===== src/rtl/hex_word_printer.sv =====
// Queued hex-dump engine: prints 32-bit words as ASCII hex characters into the text controller.
// Define HEX_PRINT_PREFIX_EN to prepend "0x" to every printed word (10 characters instead of 8).
module hex_word_printer #(
  parameter int          COLS       = 80,
  parameter int          ROWS       = 60,
  parameter int          FIFO_DEPTH = 4,
  parameter logic [23:0] ATTR       = 24'hFFFFFF
) (
  input  logic        clk,
  input  logic        rst,
  input  logic        req_valid,
  output logic        req_ready,
  input  logic [31:0] req_word,
  input  logic [5:0]  req_row,
  input  logic [6:0]  req_col,
  output logic        busy,
  output logic        done,
  output logic        ascii_write_en,
  output logic [12:0] ascii_write_address,
  output logic [31:0] ascii_input
);

`ifdef HEX_PRINT_PREFIX_EN
  localparam int NCHAR = 10;
`else
  localparam int NCHAR = 8;
`endif
  localparam int PTR_W = $clog2(FIFO_DEPTH);
  localparam int CNT_W = PTR_W + 1;

  typedef enum logic [2:0] {IDLE, LOAD, EMIT, GAP, FINISH} state_t;

  logic [31:0]      fifoWord_q [FIFO_DEPTH];
  logic [5:0]       fifoRow_q  [FIFO_DEPTH];
  logic [6:0]       fifoCol_q  [FIFO_DEPTH];
  logic [PTR_W-1:0] wrPtr_q, rdPtr_q;
  logic [CNT_W-1:0] count_q, count_d;
  logic             push, pop;

  state_t      state_q;
  logic [31:0] word_q;
  logic [5:0]  row_q;
  logic [6:0]  col_q;
  logic [3:0]  idx_q;
  logic [12:0] base_q;
  logic        writeEn_q, done_q;
  logic [12:0] addr_q;
  logic [31:0] data_q;

  logic [12:0] baseCalc;
  logic [3:0]  emitIdx_d;
  logic [12:0] emitAddr_d;
  logic        emitEn_d;
  logic [7:0]  emitChar_d;

  function automatic logic [7:0] digitChar(input logic [31:0] w, input logic [2:0] k);
    logic [2:0]  d;
    logic [31:0] sh;
    d  = 3'd7 - k;
    sh = w >> {d, 2'b00};
    return (sh[3:0] < 4'd10) ? (8'h30 + {4'h0, sh[3:0]}) : (8'h37 + {4'h0, sh[3:0]});
  endfunction

  function automatic logic [7:0] charFor(input logic [31:0] w, input logic [3:0] idx);
    logic [7:0] c;
    logic [3:0] k;
`ifdef HEX_PRINT_PREFIX_EN
    k = idx - 4'd2;
    if (idx == 4'd0)      c = 8'h30;
    else if (idx == 4'd1) c = 8'h78;
    else                  c = digitChar(w, k[2:0]);
`else
    k = idx;
    c = digitChar(w, k[2:0]);
`endif
    return c;
  endfunction

  assign req_ready = (count_q != CNT_W'(FIFO_DEPTH));
  assign push      = req_valid && req_ready;
  assign pop       = (state_q == IDLE) && (count_q != '0);
  assign busy      = (count_q != '0) || (state_q != IDLE);

  assign done                = done_q;
  assign ascii_write_en      = writeEn_q;
  assign ascii_write_address = addr_q;
  assign ascii_input         = data_q;

  always_comb begin
    count_d = count_q;
    if (push && !pop)      count_d = count_q + 1'b1;
    else if (!push && pop) count_d = count_q - 1'b1;
  end

  always_ff @(posedge clk) begin
    if (push) begin
      fifoWord_q[wrPtr_q] <= req_word;
      fifoRow_q[wrPtr_q]  <= req_row;
      fifoCol_q[wrPtr_q]  <= req_col;
    end
  end

  always_ff @(posedge clk) begin
    if (rst) begin
      wrPtr_q <= '0;
      rdPtr_q <= '0;
      count_q <= '0;
    end else begin
      if (push) wrPtr_q <= wrPtr_q + 1'b1;
      if (pop)  rdPtr_q <= rdPtr_q + 1'b1;
      count_q <= count_d;
    end
  end

  // Everything needed for the next character write, whether entered from LOAD (i=0) or GAP (i+1).
  always_comb begin
    baseCalc   = 13'(row_q) * 13'(COLS) + 13'(col_q);
    emitIdx_d  = (state_q == GAP) ? idx_q + 4'd1 : 4'd0;
    emitAddr_d = ((state_q == LOAD) ? baseCalc : base_q) + 13'(emitIdx_d);
    emitEn_d   = (int'(col_q) + int'(emitIdx_d)) < COLS;
    emitChar_d = charFor(word_q, emitIdx_d);
  end

  always_ff @(posedge clk) begin
    if (rst) begin
      state_q   <= IDLE;
      word_q    <= '0;
      row_q     <= '0;
      col_q     <= '0;
      idx_q     <= '0;
      base_q    <= '0;
      writeEn_q <= 1'b0;
      done_q    <= 1'b0;
      addr_q    <= '0;
      data_q    <= '0;
    end else begin
      writeEn_q <= 1'b0;
      done_q    <= 1'b0;
      case (state_q)
        IDLE: begin
          if (pop) begin
            word_q  <= fifoWord_q[rdPtr_q];
            row_q   <= fifoRow_q[rdPtr_q];
            col_q   <= fifoCol_q[rdPtr_q];
            idx_q   <= '0;
            state_q <= LOAD;
          end
        end
        LOAD: begin
          base_q <= baseCalc;
          if (int'(row_q) >= ROWS) begin
            done_q  <= 1'b1;
            state_q <= FINISH;
          end else begin
            writeEn_q <= emitEn_d;
            addr_q    <= emitAddr_d;
            data_q    <= {emitChar_d, ATTR};
            state_q   <= EMIT;
          end
        end
        EMIT: state_q <= GAP;
        GAP: begin
          if (idx_q == 4'(NCHAR - 1)) begin
            done_q  <= 1'b1;
            state_q <= FINISH;
          end else begin
            idx_q     <= emitIdx_d;
            writeEn_q <= emitEn_d;
            addr_q    <= emitAddr_d;
            data_q    <= {emitChar_d, ATTR};
            state_q   <= EMIT;
          end
        end
        FINISH: state_q <= IDLE;
        default: state_q <= IDLE;
      endcase
    end
  end

endmodule

===== config.mk =====
export PLATFORM = sky130hd
export DESIGN_NAME = hex_word_printer
export DESIGN_NICKNAME = d
export VERILOG_FILES = /design/src/rtl/hex_word_printer.sv
export SDC_FILE = /design/constraint.sdc
export NUM_CORES = 1
export LEC_CHECK = 0
export ABC_AREA = 1
export CAP_MARGIN = 20
export CORE_ASPECT_RATIO = 1.4
export CORE_MARGIN = 2
export CORE_UTILIZATION = 40
export CTS_BUF_LIST = sky130_fd_sc_hd__clkbuf_2 sky130_fd_sc_hd__clkbuf_4 sky130_fd_sc_hd__clkbuf_8
export DETAILED_ROUTE_END_ITERATION = 10
export GPL_TIMING_DRIVEN = 0
export PLACE_DENSITY = 0.55
export SLEW_MARGIN = 40
export SYNTH_ARGS = -nofsm -noshare
export SYNTH_HDL_FRONTEND = slang
export SYNTH_SLANG_ARGS = --single-unit
export TNS_END_PERCENT = 100

===== constraint.sdc =====
create_clock -name clk -period 8.7 [get_ports clk]
set_clock_uncertainty 0.05 [all_clocks]
set_input_delay 1.74 -clock clk [delete_from_list [all_inputs] [get_ports clk]]
set_output_delay 1.74 -clock clk [all_outputs]
set_load 0.05 [all_outputs]

---- Word-level counts from Yosys, hierarchy flattened ----
Memories as Yosys holds them, arrays and structs flattened. A register that Yosys moved wholly into a read port is not among the register bits.
Index checks and enable logic that the tools add are counted.
word-level totals
  register bits ........................... 74
  memory bits (writable) .................. 180
  input bits .............................. 48
  output and inout bits ................... 49
  word-level logic and storage cells ...... 79
  memories ................................ 3
memories
  name        words  bits a word  rd ports  clocked after Yosys merged registers in  wr ports  line  source
  fifoWord_q  4      32           1         1                                        1         33    logic [31:0] fifoWord_q [FIFO_DEPTH];
  fifoCol_q   4      7            1         1                                        1         35    logic [6:0] fifoCol_q [FIFO_DEPTH];
  fifoRow_q   4      6            1         1                                        1         34    logic [5:0] fifoRow_q [FIFO_DEPTH];
cells by class
  add/subtract/negate cells ............... 11
  multiply operators ...................... 1
  order comparisons ....................... 3
  equality and inequality tests ........... 8
  shift operators ......................... 1
  muxes and demuxes ....................... 26
  reductions and logical operators ........ 16
operators with widths
  cell                 count
  $mux 32              2
  $pmux 32 s2          1
  $mux 13              3
  $shr 32x5->4         1
  $pmux 13 s2          1
  $mux 3               5
  $add 6x4->7 const A  2
  $add 13x4->13        1
  $add 13x7->13        1
  $mux 4               3
  $pmux 3 s4           1
  $mul 6x3->9 const B  1
  $add 7x4->8          1
  $lt 8x7->1 const B   1
  $pmux 4 s2           1
  $mux 7               1
  $eq 3x2->1 const B   2
  $ge 6x6->1 const B   1
  $mux 1               6
  $ne 2x2->1 const B   3
  $reduce_and 3->1     2
  $reduce_bool 2->1    3
  $reduce_bool 3->1    2
  $add 2x1->2 const B  2
  other kinds (14)     19

---- Logic depth before layout (Yosys ltp) ----
  word-level depth ........................ 8
  gate-level depth with buffers ........... 20
  depth with buffers taken out ............ 18

---- Worst setup path after synthesis ----
OpenSTA, ideal clock, no wires.
  path type ............................... input -> register
  from .................................... input port req_valid
  to ...................................... memory fifoCol_q[0][0], enable pin
  library setup time ...................... 0.448 ns
  arrival ................................. 3.836 ns
  required time ........................... 8.202 ns
  setup slack ............................. 4.367 ns
  stages .................................. 2
  buffers on the path ..................... 0
  cells stage by stage .................... nand2_1 -> nor2_1
between the ends
  word-level cells in the longest chain between the ends .. 3
RTL lines
  element                       line  source
  start, declared               11    input logic req_valid,
  $logic_and 1x1->1             80    assign push = req_valid && req_ready;
  $mux 1                        96    if (push) begin
  $mux 1 (not written as such)  99    fifoCol_q[wrPtr_q] <= req_col;
  end, declared                 35
No other way between the ends.

==> flow_metrics.py <==
metrics = {
    "outcome": {
        "outcome": "finished clean",
    },
    "floorplan": {
        "rows": 74,
        "num_io_pins": 97,
        "core_area_sq_um": 29000,
        "fp.dieW_um": 149,
        "die_height_um": 206,
        "initial_core_util_pct": 40.4,
        "design.die.area_sq_um": 30700,
    },
    "worst_hold_path": {
        "worstHoldStart": "base_q[9]",
        "hold-path-endpoint": "base_q[9]",
        "worstHoldPathType": "reg2reg",
        "hold_depth": 2,
    },
    "cts": {
        "cts_buffer_depth": 3,
        "cts.sinks": 275,
        "cts_tree": "built",
        "htree_levels": 2,
        "cts.repair.resized": 0,
        "cts-root-buf": "clkbuf_8",
        "cts_setup_buffers": 0,
        "numCtsBuffers": 43,
        "hold_buffers": 0,
        "clk_pin_slew_ns": 0.06,
        "insertion_delay_ns": 0.57,
    },
    "setup_path": {
        "worstReg2RegStart": "state_q[0]",
        "crit_fanout": 25,
        "critPathLaunchType": "flop",
        "r2r_slack_ns": 5.50,
        "endpoint_kind": "output port",
        "crit_arrival_ns": 2.37,
        "path_class": "reg2out",
        "r2r-end": "ascii_write_address[12]",
        "worstPathRequired_ns": 6.91,
        "reg2regPathDepth": 18,
    },
    "timing": {
        "hold_ws_ns": 0.432,
        "tightest_slew_ns": 0.738,
        "fin_ws_ns": 4.54,
        "hold_viol": 0,
        "maxSlewViolCount": 0,
        "min_period_over_period_pct": 47.9,
        "finalCriticalPeriod_ns": 4.16,
        "final.setup.tns_ns": 0,
        "rsz0062_at_grt": "no",
        "fmax_ghz": 0.240,
        "slew_headroom_pct": 50.7,
        "setup_viol": 0,
    },
    "synth": {
        "synthCells": 1163,
        "ys_seq_elements": 275,
        "synth-main-ff-cell": "edfxtp_1",
        "synth_fp_nets": 1240,
        "syn_avg_cell_area_sq_um": 10.1,
        "synth_area_sq_um": 11700,
        "synth_edf_count": 180,
        "synth_common_cells": "nor2_1, edfxtp_1, o21ai_0",
        "yosysTopAreaCellShare_pct": 46.2,
        "seq_area_frac_synth_pct": 62.5,
        "yosysWarnings": 0,
        "synth_most_common_cell": "nor2_1",
        "synthArstFlopShare_pct": 0,
        "netlist-cell-type-count": 39,
        "netlist.top_cell.by_area": "edfxtp_1",
        "yosys-top-cells-area": "edfxtp_1, dfxtp_1, nor2_1, o21ai_0, nand2_1",
    },
    "layout": {
        "antenna_cells": 0,
        "final_cells": 1728,
        "final_cell_area_sq_um": 14300,
        "fin_util_pct": 49.2,
        "multi_input_area_sq_um": 3670,
        "nets": 1391,
        "ff_latch_area_sq_um": 7310,
        "n_fill_cell": 2758,
        "drive_above_1_share_pct": 10.4,
        "area_delta_synth_final_pct": 21.9,
    },
    "global_routing": {
        "gr-total-overflow": 0,
        "grt_pass1_wl_um": 46100,
        "grt_max_degree": 26,
        "grt_pass1_vias": 8514,
        "antenna_found_initial": 0,
        "grt_usage_pct": 19.6,
    },
    "place": {
        "hpwl_um": 20800,
        "gp_congestion": 0.831,
        "dp_worst_setup_slack_ns": 4.73,
        "dp.cells": 1649,
        "portBuffers": 95,
        "dpl-instance-area_sq_um": 13400,
    },
    "drt": {
        "routed_wl_um": 29700,
        "vias": 8570,
        "route.antenna.remaining_nets": 0,
        "via_per_inst": 4.96,
        "drtIter0Drc": 519,
        "drc_errors": 0,
        "drt-pass1-iter-count": 5,
        "wl_per_cell_um": 17.2,
    },
    "pwr": {
        "p_per_area_nw_per_um2": 364,
        "vdd_drop_max_mv": 0.130,
        "p_total_mw": 5.19,
        "p_leak_nw": 5.50,
    },
    "flow_run": {
        "drv_cap": 0,
    },
}
## logic make-up after synthesis
logic type,after synthesis,share of synthesized area [%]
and+or+nand+nor,408,14.6
DFF,275,62.5
adders and majority gates,29,3.36
xor gates and xnor gates,11,0.823
buffers and inverters,173,6.44
AOI/OAI and AO/OA,266,12.3
other,1,0.0321
## layout by cell type, fill, tap and decap left out, types with 6 or more instances in the layout
master,Yosys,final
a31oi_1,45,45
clkbuf_1,42,42
buf_8,0,8
a21oi_1,35,35
nand2_1,109,109
clkbuf_8,0,48
xor2_1,7,7
inv_1,89,89
edfxtp_1,180,180
buf_4,25,25
clkbuf_4,0,19
clkinv_1,1,7
dfxtp_1,95,95
or2_2,6,6
ha_1,25,25
nand3_1,50,50
clkdlybuf4s50_1,0,95
buf_1,9,9
o21ai_0,163,163
nor2_1,220,216
## critical path: stages, from the launching register on
cell and delay (ns):
dfxtp_1 0.80, buf_4 0.22, clkdlybuf4s50_1 0.80
## power breakdown
| part | leakage (nW) | switching (mW) | internal (mW) |
|---|---|---|---|
| clock | 0.482 | 0.497 | 0.647 |
| sequential | 2.43 | 0.166 | 1.68 |
| combinational | 2.58 | 1.47 | 0.734 |
## worst max-delay path by stage
| stage | from | to | slack (ns) | cells past startpoint |
|---|---|---|---|---|
| finish | ascii_input[23] | ascii_input[13] | 4.54 | 2 |
| global route | ascii_input[23] | ascii_input[5] | 4.37 | 2 |
| CTS | ascii_input[23] | ascii_input[5] | 4.46 | 2 |
| detailed placement | req_valid | fifoCol_q[3][3] | 4.73 | 5 |
| global placement | req_valid | fifoCol_q[0][4] | 2.24 | 3 |
| floorplan | req_valid | fifoCol_q[0][0] | 4.37 | 2 |
## per-layer routing
| layer | GRT usage, % | vias up | wire length (um) |
|---|---|---|---|
| met4 | 5.92 | 0 | 643 |
| met1 | 22.8 | 4081 | 12400 |
| li1 | - | 4275 | - |
| met2 | 36.9 | 171 | 15500 |
| met5 | 0 | - | 0 |
| met3 | 3.18 | 43 | 1130 |
## final cells by class
| class | instances | area share (%) |
|---|---|---|
| Sequential cell | 275 | 51.2 |
| Multi-Input combinational cell | 715 | 25.7 |
| Timing Repair Buffer | 106 | 8.09 |
| Clock buffer | 67 | 5.63 |
| Tap cell | 380 | 3.33 |
| Buffer | 79 | 2.81 |
| Inverter | 94 | 2.47 |
| Clock inverter | 12 | 0.737 |
## flip-flops by register name (all words and copies together), names as in the netlist, 3 cells and up
signal               cells
row_q                    6
fifoWord_q             128
word_q                  32
state_q                  3
ascii_write_address     13
idx_q                    4
fifoCol_q               28
col_q                    7
count_q                  3
fifoRow_q               24
base_q                  13
ascii_input              8
Note: power is estimated with default switching activity, not from simulation.
